===== src/rtl/route_sw_ctrl.sv =====
// rtl/route_sw_ctrl.sv - capacitor select mask controller for the route distributor
module route_sw_ctrl #(
    parameter int CHANNEL_NUM   = 35,
    parameter int CAPACITOR_NUM = 40,
    parameter int DWELL_W       = 16,
    parameter int CNT_W         = 6
) (
    input  logic                     clk,
    input  logic                     rst_n,
    input  logic [1:0]               mode,
    input  logic [DWELL_W-1:0]       dwell,
    input  logic                     cfg_valid,
    input  logic [CAPACITOR_NUM-1:0] cfg_mask,
    output logic                     cfg_ready,
    input  logic                     err_clr,
    output logic [CAPACITOR_NUM-1:0] sw,
    output logic                     sw_update,
    output logic                     err_popcnt
);

    typedef enum logic [1:0] {RUN, CHECK, APPLY} state_t;

    localparam logic [CAPACITOR_NUM-1:0] SW_RESET =
        {{(CAPACITOR_NUM-CHANNEL_NUM){1'b0}}, {CHANNEL_NUM{1'b1}}};
    localparam logic [CNT_W-1:0] CHAN_CNT = CNT_W'(CHANNEL_NUM);

    state_t                   state;
    logic [CAPACITOR_NUM-1:0] shadow;
    logic [CNT_W-1:0]         pop_q;
    logic [CNT_W-1:0]         pop_c;
    logic [DWELL_W-1:0]       cnt;
    logic [DWELL_W-1:0]       cnt_eff;
    logic                     rot_q;
    logic                     rot_en;
    logic                     handshake;
    logic                     tick;

    always_comb begin
        pop_c = '0;
        for (int i = 0; i < CAPACITOR_NUM; i++) begin
            pop_c = pop_c + CNT_W'(shadow[i]);
        end
    end

    // rot_q remembers mode 1 from the previous RUN cycle, so entering mode 1 restarts the count at 0
    assign rot_en    = (mode == 2'd1);
    assign handshake = (state == RUN) && cfg_valid && cfg_ready;
    assign cnt_eff   = rot_q ? cnt : '0;
    assign tick      = (cnt_eff == dwell);

    always_ff @(posedge clk or negedge rst_n) begin
        if (!rst_n) begin
            state      <= RUN;
            shadow     <= '0;
            pop_q      <= '0;
            cnt        <= '0;
            rot_q      <= 1'b0;
            sw         <= SW_RESET;
            sw_update  <= 1'b0;
            err_popcnt <= 1'b0;
            cfg_ready  <= 1'b1;
        end else begin
            sw_update <= 1'b0;
            if (err_clr) begin
                err_popcnt <= 1'b0;
            end
            case (state)
                RUN: begin
                    rot_q <= rot_en;
                    if (handshake) begin
                        shadow    <= cfg_mask;
                        state     <= CHECK;
                        cfg_ready <= 1'b0;
                        if (rot_en) begin
                            cnt <= cnt_eff;
                        end
                    end else if (rot_en) begin
                        if (tick) begin
                            cnt       <= '0;
                            sw        <= {sw[CAPACITOR_NUM-2:0], sw[CAPACITOR_NUM-1]};
                            sw_update <= 1'b1;
                        end else begin
                            cnt <= cnt_eff + DWELL_W'(1);
                        end
                    end
                end
                CHECK: begin
                    pop_q <= pop_c;
                    state <= APPLY;
                end
                APPLY: begin
                    // a failing popcount sets the flag even when err_clr is high this cycle
                    if (pop_q == CHAN_CNT) begin
                        sw        <= shadow;
                        sw_update <= 1'b1;
                        cnt       <= '0;
                    end else begin
                        err_popcnt <= 1'b1;
                    end
                    state     <= RUN;
                    cfg_ready <= 1'b1;
                end
                default: begin
                    state     <= RUN;
                    cfg_ready <= 1'b1;
                end
            endcase
        end
    end

endmodule

===== config.mk =====
export PLATFORM = sky130hd
export DESIGN_NAME = route_sw_ctrl
export DESIGN_NICKNAME = d
export VERILOG_FILES = /design/src/rtl/route_sw_ctrl.sv
export SDC_FILE = /design/constraint.sdc
export NUM_CORES = 1
export LEC_CHECK = 0
export CORE_UTILIZATION = 49
export CTS_BUF_LIST = sky130_fd_sc_hd__clkbuf_16
export DETAILED_ROUTE_END_ITERATION = 10
export PLACE_DENSITY = 0.78
export REMOVE_ABC_BUFFERS = 1
export SYNTH_ARGS = -nofsm -noshare
export SYNTH_HDL_FRONTEND = slang
export SYNTH_SLANG_ARGS = --single-unit

===== constraint.sdc =====
create_clock -name clk -period 4.9 [get_ports clk]
set_clock_uncertainty 0.1 [all_clocks]
set_input_delay 1.225 -clock clk [delete_from_list [all_inputs] [get_ports clk]]
set_output_delay 1.225 -clock clk [all_outputs]
set_load 0.005 [all_outputs]

==> results.txt, run 1 <==
wire per inst - 17.6 microns
maxcap violations - 0
metal2 WL - 7.31 mm
Rel. slew slack - 25.7%
Startpoint Class - flop
status - finished, violations left
I/O pin count - 105
clk buf depth - 2
starting utilization of the core area - 50.8%
crit path DAT - 5520 ps
post-synthesis cell count - 536
DRT met1 WL - 6.14 mm
GRT Total Usage - 23.4%
H-tree levels - 3
crit path kind - reg -> reg
clk root buf - clkbuf_16
Hold Buf Count CTS - 0
Area contributors post-synth - dfrtp_1 29%, dfstp_2 15%, mux2_2 14%, fa_1 10%, nand2_1 3.4%
Hold Fails Final Rpt - 0
Post-Syn Area per Cell - 11.5 sq um
dpl ws - -570 ps
fillers - 942
DRT antenna net count - 0
Initial DRT Pass Iterations - 4
num rows - 40
Synth Warn # - 0
ant diodes - 0
placed cell area - 0.00742 sq mm
fraction of registers with async set/reset - 100%
Detailed Route Iter0 Violations - 248
fin crit share - 110%
Final Max Tran Viols - 0
final worst slack - -501 ps
FMAX - 0.185 GHz
DR vias - 4499
vias in the first global route - 4688
Yosys cell types - 43
Hold WS - 386 ps
total grt overflow - 0
Core Box Area - 0.0121 sq mm
met3 wire length - 690 microns
latest clock arrival within the worst-skew pair - 340 ps
Die X - 114 microns
fin crit period - 5400 ps
DR DRC count - 0
cts bufs inserted - 9
WL final - 14.4 mm
failing checks - setup timing
P&R area growth vs syn - 26.4%
most common cell in the netlist - mux2_2
CTS sink count - 108
area share of the largest cell type after synthesis - 29.3%
synthesized cell area - 0.00615 sq mm
Synth area leader - dfrtp_1
port buffer count - 104
CP required - 5020 ps
top fanout value on the critical path - 3
Post-synth top flop - dfrtp_1
global-route wire length before repair - 23.6 mm
power density over the cells - 213 mW/mm^2
EDFF count, synth - 0
Die ar. - 0.0130 sq mm
Chip Height - 114 microns
worst hold path class - reg -> reg
Final HPWL DP - 9.93 mm
maximum vdd ir drop - 0.000195 V
LEAKAGE - 3.49 nW
Final GP Congestion - 0.862
sequential-to-total area share from yosys stat - 44.6%
Setup violations, final - 5
RSZ-0062 raised after global routing - true
CTS tree - done
nets@finish - 752
commonest cells in the synthesized netlist - 76 x mux2_2, 72 x dfrtp_1, 56 x nand2_1, 41 x o21ai_0, 36 x dfstp_2
initial antenna violation count - 0
Post-Place Cells - 800
Top Metal Used - met4
Post-Layout Cell Count - 820
Clk pin slew, worst setup/hold paths - 70 ps
pin count of the biggest net entering global routing - 86
share of cells above drive strength 1 - 27.3%
crit end category - flop
design area - 0.00778 sq mm
Via-to-Cell Ratio - 5.49
count of state elements after synthesis - 108
Worst Tran Pin Value - 1110 ps
[registers in the layout, indices dropped and copies added (netlist names)]
register	flops
rot_q	1
cnt	16
err_popcnt	1
shadow	40
sw_update	1
sw	40
state	2
pop_q	6
cfg_ready	1
[cell usage in the layout (no fill, tap or decap), types with 15 or more instances in the layout]
master and instances:
dfstp_2 36, nand2_1 56, o21ai_0 38, inv_1 31, nand3_1 16, clkdlybuf4s50_1 103, mux2_2 76, buf_4 27
dfrtp_1 72, mux2_1 16, xor2_1 15, fa_1 21
[metrics by stage]
step | util (%) | total power [mW] | TNS (ps)
finish | 64.3 | 1.66 | -1720
global route | 64.3 | 1.71 | -2240
CTS | 63.8 | 1.67 | -1530
detailed placement | 61.3 | 1.01 | -1900
global placement | 61.3 | 1.01 | -1310
floorplan | - | 0.934 | -799
[layer usage]
metal	track usage, %	up-vias
met5	0	-
met4	8.23	0
met3	3.60	19
met2	39.9	125
met1	30.5	2272
li1	-	2083
[path summary, 6_finish.rpt]
path	start	to	slack, ps	cells past startpoint
max reg2reg	shadow[13]	pop_q[4]	-500	17
max	shadow[13]	pop_q[4]	-500	17
min	pop_q[1]	pop_q[1]	390	2
min reg2reg	pop_q[1]	pop_q[1]	390	2
max in group asynchronous	rst_n	sw[2]	2750	2
min in group asynchronous	rst_n	shadow[21]	960	1
[critical path: stages (launching register included)]
cell and delay (ps):
dfrtp_1 380, inv_2 80, fa_1 460, fa_2 540
inv_1 60, fa_2 540, fa_2 450, fa_2 540
inv_1 50, fa_2 420, fa_1 520, inv_2 50
ha_4 150, fa_2 330, a21o_1 190, a21oi_2 150
xor2_1 160, o21ai_1 80
[power breakdown]
part / internal, mW / switching, mW / total, mW / leakage, nW
Combinational: 0.0536 / 0.0455 / 0.0991 / 2.05
Sequential: 0.895 / 0.00299 / 0.898 / 1.30
Clock: 0.340 / 0.322 / 0.662 / 0.143
Total: 1.29 / 0.371 / 1.66 / 3.49
[cell families after synthesis]
logic type / after synthesis / share of synthesized area [%]
DFF: 108 / 44.6
muxes: 92 / 16.8
AOI/OAI and AO/OA: 85 / 8.80
adders and majority gates: 43 / 12.5
and+or+nand+nor: 123 / 9.90
xor gates and xnor gates: 19 / 2.70
buffers and inverters: 66 / 4.59
[what timing repair did]
item / in CTS / in global routing
buffers inserted: 2 / 2
endpoints found under the setup margin: 5 / 5
pin swaps: 10 / 15
gates resized for setup: 10 / 16
[final cells by class]
cell class / instances / area [sq um] / share of cell area (%)
Sequential cell: 108 / 2750 / 35.3
Timing Repair Buffer: 130 / 1230 / 15.9
Multi-Input combinational cell: 362 / 3190 / 41.0
Inverter: 36 / 135 / 1.74
Clock buffer: 9 / 225 / 2.89
Tap cell: 168 / 210 / 2.70
Clock inverter: 7 / 38.8 / 0.498
(Power assumes the default switching activity.)
==> run 2, diff against run 1 <==
--- a/config.mk
+++ b/config.mk
@@ -5,10 +5,11 @@
 export SDC_FILE = /design/constraint.sdc
 export NUM_CORES = 1
 export LEC_CHECK = 0
-export CORE_UTILIZATION = 49
+export CORE_UTILIZATION = 50
 export CTS_BUF_LIST = sky130_fd_sc_hd__clkbuf_16
 export DETAILED_ROUTE_END_ITERATION = 10
-export PLACE_DENSITY = 0.78
+export HOLD_SLACK_MARGIN = 0.06
+export PLACE_DENSITY = 0.76
 export REMOVE_ABC_BUFFERS = 1
 export SYNTH_ARGS = -nofsm -noshare
 export SYNTH_HDL_FRONTEND = slang
==> constraint.sdc (replaced) <==
create_clock -name clk -period 6.1 [get_ports clk]
set_clock_uncertainty 0.1 [all_clocks]
set_input_delay 1.525 -clock clk [delete_from_list [all_inputs] [get_ports clk]]
set_output_delay 1.525 -clock clk [all_outputs]
set_load 0.005 [all_outputs]
==> run 2 against run 1 <==
Effect of this change: the run now ends clean; global-route usage down 0.19 points; critical path depth stayed put; total power fell by 16%; die area decreased by 2.0%; clock power down 11%; via count is 2.4% lower; setup slack improved by 1100 ps; sequential cell count unchanged; critical path type unchanged; highest routed layer unchanged; combinational power decreased by 24%.
==> results.txt, run 2 (synthesized netlist as in run 1, its figures left out) <==
status - completed (was finished, violations left)
wire per inst - 17.7 microns (was 17.6 microns)
H-tree levels - 3 (unchanged)
Die X - 113 microns (was 114 microns)
Worst Tran Pin Value - 1180 ps (was 1110 ps)
post-CTS setup repair buffer count - 0 (was 2)
CP dominant cell by count - fa_1 (was fa_2)
nets@finish - 729 (was 752)
P&R area growth vs syn - 23.0% (was 26.4%)
Core Box Area - 0.0120 sq mm (was 0.0121 sq mm)
commonest non-fill, non-tap cell in the layout - clkdlybuf4s50_1 (unchanged)
port buffer count - 104 (unchanged)
crit path DAT - 5610 ps (was 5520 ps)
CP max-delay cell - fa_1 (was fa_2)
Final Max Tran Viols - 0 (unchanged)
latest clock arrival within the worst-skew pair - 350 ps (was 340 ps)
Final GP Congestion - 0.825 (was 0.862)
setup tns final - 0 ps (was -1720 ps)
DR DRC count - 0 (unchanged)
clk buf depth - 2 (unchanged)
WL final - 13.7 mm (was 14.4 mm)
Regs by FF count - shadow: 40 flops, sw: 40 flops, cnt: 16 flops (unchanged)
Worst R2R Setup Slack - 610 ps (was -500 ps)
DRT antenna net count - 0 (unchanged)
Setup violations, final - 0 (was 5)
pin count of the biggest net entering global routing - 64 (was 86)
FMAX - 0.182 GHz (was 0.185 GHz)
crit end category - flop (unchanged)
top fanout value on the critical path - 3 (unchanged)
Finished Core Util - 63.0% (was 64.3%)
Chip Height - 113 microns (was 114 microns)
Clk pin slew, worst setup/hold paths - 70 ps (about the same)
Startpoint Class - flop (unchanged)
initial antenna violation count - 0 (unchanged)
clk root buf - clkbuf_16 (unchanged)
worst hold path stage count - 2 (unchanged)
RSZ-0062 raised after global routing - false (was true)
maximum vdd ir drop - 0.000116 V (was 0.000195 V)
Die ar. - 0.0128 sq mm (was 0.0130 sq mm)
maxcap violations - 0 (unchanged)
Detailed Route Iter0 Violations - 166 (was 248)
Initial DRT Pass Iterations - 4 (unchanged)
Final HPWL DP - 9.95 mm (was 9.93 mm)
num rows - 40 (unchanged)
starting utilization of the core area - 51.2% (was 50.8%)
CTS sink count - 108 (unchanged)
CTS tree - done (unchanged)
ant diodes - 0 (unchanged)
most frequent cells in the layout - 103 x clkdlybuf4s50_1, 76 x mux2_2, 72 x dfrtp_1 (unchanged)
GRT Total Usage - 23.2% (was 23.4%)
worst r2r path cells - 17 (unchanged)
share of cells above drive strength 1 - 21.5% (was 27.3%)
post-CTS sizing - 0 (was 10)
Rel. slew slack - 21.4% (was 25.7%)
Critical Path Max Stage Delay - 550 ps (was 540 ps)
total grt overflow - 0 (unchanged)
crit path kind - reg -> reg (unchanged)
vias in the first global route - 4607 (was 4688)
cts bufs inserted - 9 (unchanged)
Hold Buf Count CTS - 0 (unchanged)
LEAKAGE - 3.39 nW (was 3.49 nW)
CP required - 6210 ps (was 5020 ps)
fin crit share - 90.1% (was 110%)
worst hold path class - reg -> reg (unchanged)
Hold Fails Final Rpt - 0 (unchanged)
Via-to-Cell Ratio - 5.66 (was 5.49)
DR vias - 4389 (was 4499)
global-route wire length before repair - 23.0 mm (was 23.6 mm)
power density over the cells - 183 mW/mm^2 (was 213 mW/mm^2)
fin crit period - 5490 ps (was 5400 ps)
critical-path cell list - inv_1 > fa_1 > inv_1 > fa_1 > fa_1 > fa_1 > fa_1 > inv_1 > fa_1 > fa_1 > inv_1 > ha_1 > fa_1 > a21o_1 > a21oi_1 > xor2_1 > o21ai_0 (was inv_2 > fa_1 > fa_2 > inv_1 > fa_2 > fa_2 > fa_2 > inv_1 > fa_2 > fa_1 > inv_2 > ha_4 > fa_2 > a21o_1 > a21oi_2 > xor2_1 > o21ai_1)
I/O pin count - 105 (unchanged)
-- run 2: area by class of cell --
type | count | area, sq um
clock buffer | 9 | 225
clock inverter | 7 | 75.1
fill | 960 | 4440
inverter | 36 | 135
multi-input combinational | 362 | 3130
sequential | 108 | 2750
tap | 147 | 184
timing repair buffer | 107 | 1070
-- run 2: metal layers --
metal / GRT usage (%) / share of wire, %
met1: 30.5 / 44
met5: 0 / 0
met2: 40.5 / 51
met4: 6.49 / 1.3
met3: 3.21 / 4.0
-- run 2: critical path: cells and delay by family, from the launching register on --
| family | cells | cell delay, ps |
|---|---|---|
| DFF | 1 | 330 |
| xor gates and xnor gates | 1 | 170 |
| adders and majority gates | 9 | 4060 |
| buffers and inverters | 4 | 240 |
| AOI/OAI and AO/OA | 3 | 470 |
-- run 2: worst paths after layout --
| check | startpoint | end |
|---|---|---|
| worst max-delay path | shadow[0] | pop_q[4] |
| worst min-delay path | pop_q[0] | pop_q[0] |
| worst max register to register | shadow[0] | pop_q[4] |
| worst min register to register | pop_q[0] | pop_q[0] |
| max in group asynchronous | rst_n | shadow[38] |
| min in group asynchronous | rst_n | shadow[12] |
-- run 2: report_power, final --
group	switching, mW	internal [mW]	leakage, nW
combinational	0.0332	0.0422	1.95
clock	0.267	0.320	0.140
sequential	0.00556	0.719	1.30
-- run 2: metrics by stage --
step	instance area, sq um	power, mW	hold slack [ps]	setup WS [ps]	cells
after floorplan	6010	0.750	337	846	506
after global placement	7270	0.812	354	753	760
after detailed placement	7270	0.813	361	605	760
after CTS	7570	1.39	378	576	776
after global routing	7570	1.43	410	357	776
final	7570	1.39	374	607	776
==> patch 1: new RTL, flow settings as in run 1 <==
Set the parameter `CAPACITOR_NUM` to 80 (it was 40).
--- a/src/rtl/route_sw_ctrl.sv
+++ b/src/rtl/route_sw_ctrl.sv
@@ -1,7 +1,7 @@
 // rtl/route_sw_ctrl.sv - capacitor select mask controller for the route distributor
 module route_sw_ctrl #(
     parameter int CHANNEL_NUM   = 35,
-    parameter int CAPACITOR_NUM = 40,
+    parameter int CAPACITOR_NUM = 80,
     parameter int DWELL_W       = 16,
     parameter int CNT_W         = 6
 ) (
Interface: changed (resized cfg_mask and sw); port bits go from 105 to 185. The function was not compared with the original's and may differ.
==> patch 1 against run 1 <==
- the run still ends with setup timing left
- power rose by 90%
- synthesized area increased by 72%
- die area is 71% higher
- maximum frequency shrank 8.6%
- design area up 76%
- wire length rose by 83%
- final cell count grew 92%
- setup slack lost 0.51 ns
- sequential cell count is 80 higher
- largest power group unchanged
==> patch 1: results (changes against run 1) <==
vias in the first global route: 8284 (+77%)
Post-Synth XOR/XNOR Area: 1.24% (-1.5 points)
post-route insts no fill: 1573 (+92%)
buffering overhead: 17.5% (+1.6 points)
Final clock-cell share: 4.45% (+1.1 points)
area of the multi-input gates: 5200 um^2 (+63%)
fin util: 65.0% (+0.77 points)
top cells by instance count after synthesis: nand2_1, dfrtp_1, inv_1
routing usage on met3: 4.50% (+0.90 points)
VDD IR max: 214 uV (+9.6%)
status: complete, but fails checks
CLK BUF: 17 (+8)
met3 WL: 1290 um (+88%)
seq_cells: 188 (+74%)
met2 routed WL: 13000 um (+78%)
Crit path arrival time: 6.13 ns (+0.61 ns)
placed inst area: 13000 um^2 (+75%)
clk_lat worst skew: 0.44 ns (+0.10 ns)
violated checks: setup timing
PwrDens: 230 nW/um^2 (+8.0%)
met1 wire length: 11700 um (+91%)
Seq/Total Area, Yosys: 44.9% (+0.23 points)
Hold Startpoint: sw[25]$_DFFE_PN1P_
Leak: 6.25 nW (+79%)
Final Setup Violations: 6 (+1)
dpl ws: -1.09 ns (-0.521 ns)
H-tree depth: 4 (+1)
Compound-Gate Fraction of Synth Area: 9.79% (+0.99 points)
M1 GR Usage: 34.7% (+4.1 points)
Endpoint, Worst Hold: sw[25]$_DFFE_PN1P_
core area: 21100 um^2 (+74%)
Power Clock: 1.45 mW (+120%)
gpl congestion: 0.838 (-2.7%)
Cell variety after synth: 53 (+23%)
FF/Latch Area: 4750 um^2 (+73%)
Total Wirelength: 26400 um (+83%)
port bufs: 184 (+77%)
mux cell area share after synthesis: 7.78% (-9.1 points)
Syn Area/Cell: 9.84 um^2 (-14%)
GRT Util Overall: 25.2% (+1.8 points)
critical path fanouts, max: 2 (-1)
Setup WS post-layout: -1.01 ns (-0.509 ns)
non-clock buffer count: 251 (+93%)
Synth Area in Adders: 14.9% (+2.4 points)
worst r2r path cells: 19 (+2)
Sw Share: 22.3% (about the same)
CP max stage delay: 0.56 ns (+0.02 ns)
Final #Nets: 1472 (+96%)
number of multi-input combinational cells: 717 (+98%)
Slew Limit Headroom: 26.1% (+0.41 points)
Largest regs: shadow: 80 flops, sw: 80 flops, cnt: 16 flops
share of layout cells above drive strength 1: 13.6% (-14 points)
CP startpoint: shadow[47]$_DFFE_PN0P_
Inverters: 110 (+210%)
met2 usage: 41.1% (+1.2 points)
drt via density: 5.20 (-5.3%)
first-pass GRT wire length: 42800 um (+81%)
Filler Cell Count: 1671 (+77%)
==> patch 1: changes by cell type after synthesis, moves of 7 or more <==
cell / delta
o21ai_1: +71
fa_1: +38
mux2i_1: +80
buf_6: +7
mux2_1: -16
mux2_2: -74
o21ai_2: +9
inv_1: +75
buf_1: +8
dfrtp_1: +80
clkbuf_1: +8
buf_2: +7
nand2_1: +233
==> patch 1: how the worst max path moves through the flow <==
stage / end / slack, ns / cells past startpoint
6_report: pop_q[4]$_DFFE_PN0N_ / -1.01 / 19
2_1_floorplan: sw[57]$_DFFE_PN0P_ / -0.95 / 4
3_3_place_gp: pop_q[5]$_DFFE_PN0N_ / -1.00 / 17
3_5_place_dp: pop_q[5]$_DFFE_PN0N_ / -1.09 / 17
4_1_cts: pop_q[4]$_DFFE_PN0N_ / -1.02 / 19
5_1_grt: pop_q[4]$_DFFE_PN0N_ / -1.21 / 19
==> patch 1: what timing repair did <==
item,in CTS,in global routing
setup buffers,2,0
gates resized for setup,19,4
setup endpoints to repair,6,6
pin swaps,16,1
==> patch 2: new RTL, settings of run 1 <==
Without the edit above. Re-encode `state_t` (3 states) as one-hot, 3 bits wide.
--- a/src/rtl/route_sw_ctrl.sv
+++ b/src/rtl/route_sw_ctrl.sv
@@ -18,7 +18,7 @@
     output logic                     err_popcnt
 );
 
-    typedef enum logic [1:0] {RUN, CHECK, APPLY} state_t;
+    typedef enum logic [2:0] {RUN = 3'b001, CHECK = 3'b010, APPLY = 3'b100} state_t;
 
     localparam logic [CAPACITOR_NUM-1:0] SW_RESET =
         {{(CAPACITOR_NUM-CHANNEL_NUM){1'b0}}, {CHANNEL_NUM{1'b1}}};
Formal check against the unedited RTL: same outputs for any inputs over 4 cycles, from zero or initial values and one cycle with rst_n low; so few cycles prove little.
==> patch 2 against run 1 <==
- the run still ends with setup timing left
- setup slack worse by 0.047 ns
- sequential share of layout area down 3.8 points
- synthesized cell count up 48%
- synthesized area up 17%
- critical endpoint is now pop_q[4]$_DFFE_PN0P_
- die area up 16%
- wire length up 24%
- sequential cell count up 1
- non-clock buffer count up 11
- power up 1.7%
- design area up 13%
==> patch 2: results (changes against run 1) <==
status: complete, but fails checks
violated checks: setup timing
Leak: 3.59 nW (+2.8%)
Filler Cell Count: 1192 (+27%)
Sw Share: 23.2% (+0.82 points)
CP max stage delay: 0.56 ns (+0.02 ns)
Area Overhead vs Synth: 22.5%
Slew @ Worst Pin: 1.28 ns (+0.164 ns)
number of multi-input combinational cells: 578 (+60%)
vias post-DR: 6325 (+41%)
share of layout cells above drive strength 1: 13.7% (-14 points)
Endpoint, Worst Hold: pop_q[4]$_DFFE_PN0P_
GRT Util Overall: 25.1% (+1.7 points)
Setup WS post-layout: -0.547 ns (-0.0467 ns)
Seq/Total Area, Yosys: 38.6% (-6.0 points)
Crit path arrival time: 5.59 ns (+0.07 ns)
buffering overhead: 15.2% (-0.66 points)
mux cell area share after synthesis: 6.20% (-11 points)
DR pass1 iterations: 5 (+1)
Post-CTS Setup Bufs: 4 (+2)
first-pass GRT wire length: 29400 um (+25%)
Compound-Gate Fraction of Synth Area: 15.0% (+6.2 points)
vias in the first global route: 5916 (+26%)
top cells by instance count after synthesis: nand2_1, dfrtp_1, nor2_1
Final #Nets: 984 (+31%)
ranking of synthesized cells by area: dfrtp_1, dfstp_2, fa_1
seq_cells: 109 (+0.93%)
non-clock buffer count: 141 (+8.5%)
Gates resized, CTS repair: 18 (+8)
Cell variety after synth: 49 (+14%)
gpl congestion: 0.837 (-2.8%)
largest net degree at the start of global routing: 122 (+42%)
clk_lat worst skew: 0.36 ns (+0.02 ns)
cts bufs inserted: 9 (unchanged)
Final Setup Violations: 5 (unchanged)
Post-Synth XOR/XNOR Area: 2.20% (-0.51 points)
placed inst area: 8420 um^2 (+13%)
Hold Startpoint: pop_q[4]$_DFFE_PN0P_
comb pwr: 0.108 mW (+9%)
WHS Path Cells: 1 (-1)
Total Wirelength: 17900 um (+24%)
worst hold slack: 0.418 ns (+0.0315 ns)
multi-input combinational area share: 46.1% (+5.1 points)
VDD IR max: 154 uV (-21%)
Pwr Total: 1.69 mW (+1.7%)
Seq pwr share: 54.0% (about the same)
critical path fanouts, max: 2 (-1)
drt initial violations: 532 (+110%)
## patch 2: cell types whose count changed after synthesis, moves of 6 or more
cell / before / now
nand2_1: 56 / 124
o21ai_0: 41 / 28
mux2_1: 16 / 0
or4_1: 1 / 40
clkbuf_1: 22 / 52
xor2_1: 15 / 5
buf_1: 0 / 6
o211ai_1: 0 / 54
nor2_1: 10 / 57
a31oi_1: 0 / 44
xnor2_1: 4 / 13
mux2_2: 76 / 4
nand3_1: 16 / 52
mux2i_1: 0 / 40
## patch 2: through the flow
| step | instances | TNS, ns | setup slack [ns] |
|---|---|---|---|
| global route | 1064 | -2.80 | -0.691 |
| detailed placement | 1043 | -2.45 | -0.666 |
| finish | 1064 | -1.91 | -0.547 |
| global placement | 1043 | -2.03 | -0.567 |
| CTS | 1063 | -1.76 | -0.525 |
| floorplan | 727 | -211.79 | -4.44 |
## patch 2: worst reg2reg max path, stage by stage (launching register included)
cell	delay, ns
dfrtp_1	0.36
inv_2	0.05
fa_1	0.51
fa_2	0.53
inv_1	0.05
fa_2	0.55
fa_2	0.45
fa_2	0.56
inv_2	0.04
fa_2	0.42
fa_1	0.51
inv_2	0.05
ha_4	0.15
fa_2	0.34
a21o_1	0.20
a21oi_2	0.13
xnor2_1	0.08
mux2_2	0.26
## patch 2: routing by layer
| metal | GRT usage, % | wire (um) | part of all wire (%) |
|---|---|---|---|
| met1 | 35.6 | 8140 | 46 |
| met2 | 39.8 | 8490 | 48 |
| met3 | 4.01 | 1000 | 5.6 |
| met4 | 7.38 | 241 | 1.3 |
| met5 | 0 | 0 | 0 |
## patch 2: cells by family after synthesis
group	after synthesis
AND/OR/NAND/NOR	310
multiplexers	44
flip-flops	109
adder cells (fa/ha/maj)	43
XOR/XNOR	18
AO/OA/AOI/OAI	163
buffers and inverters	108
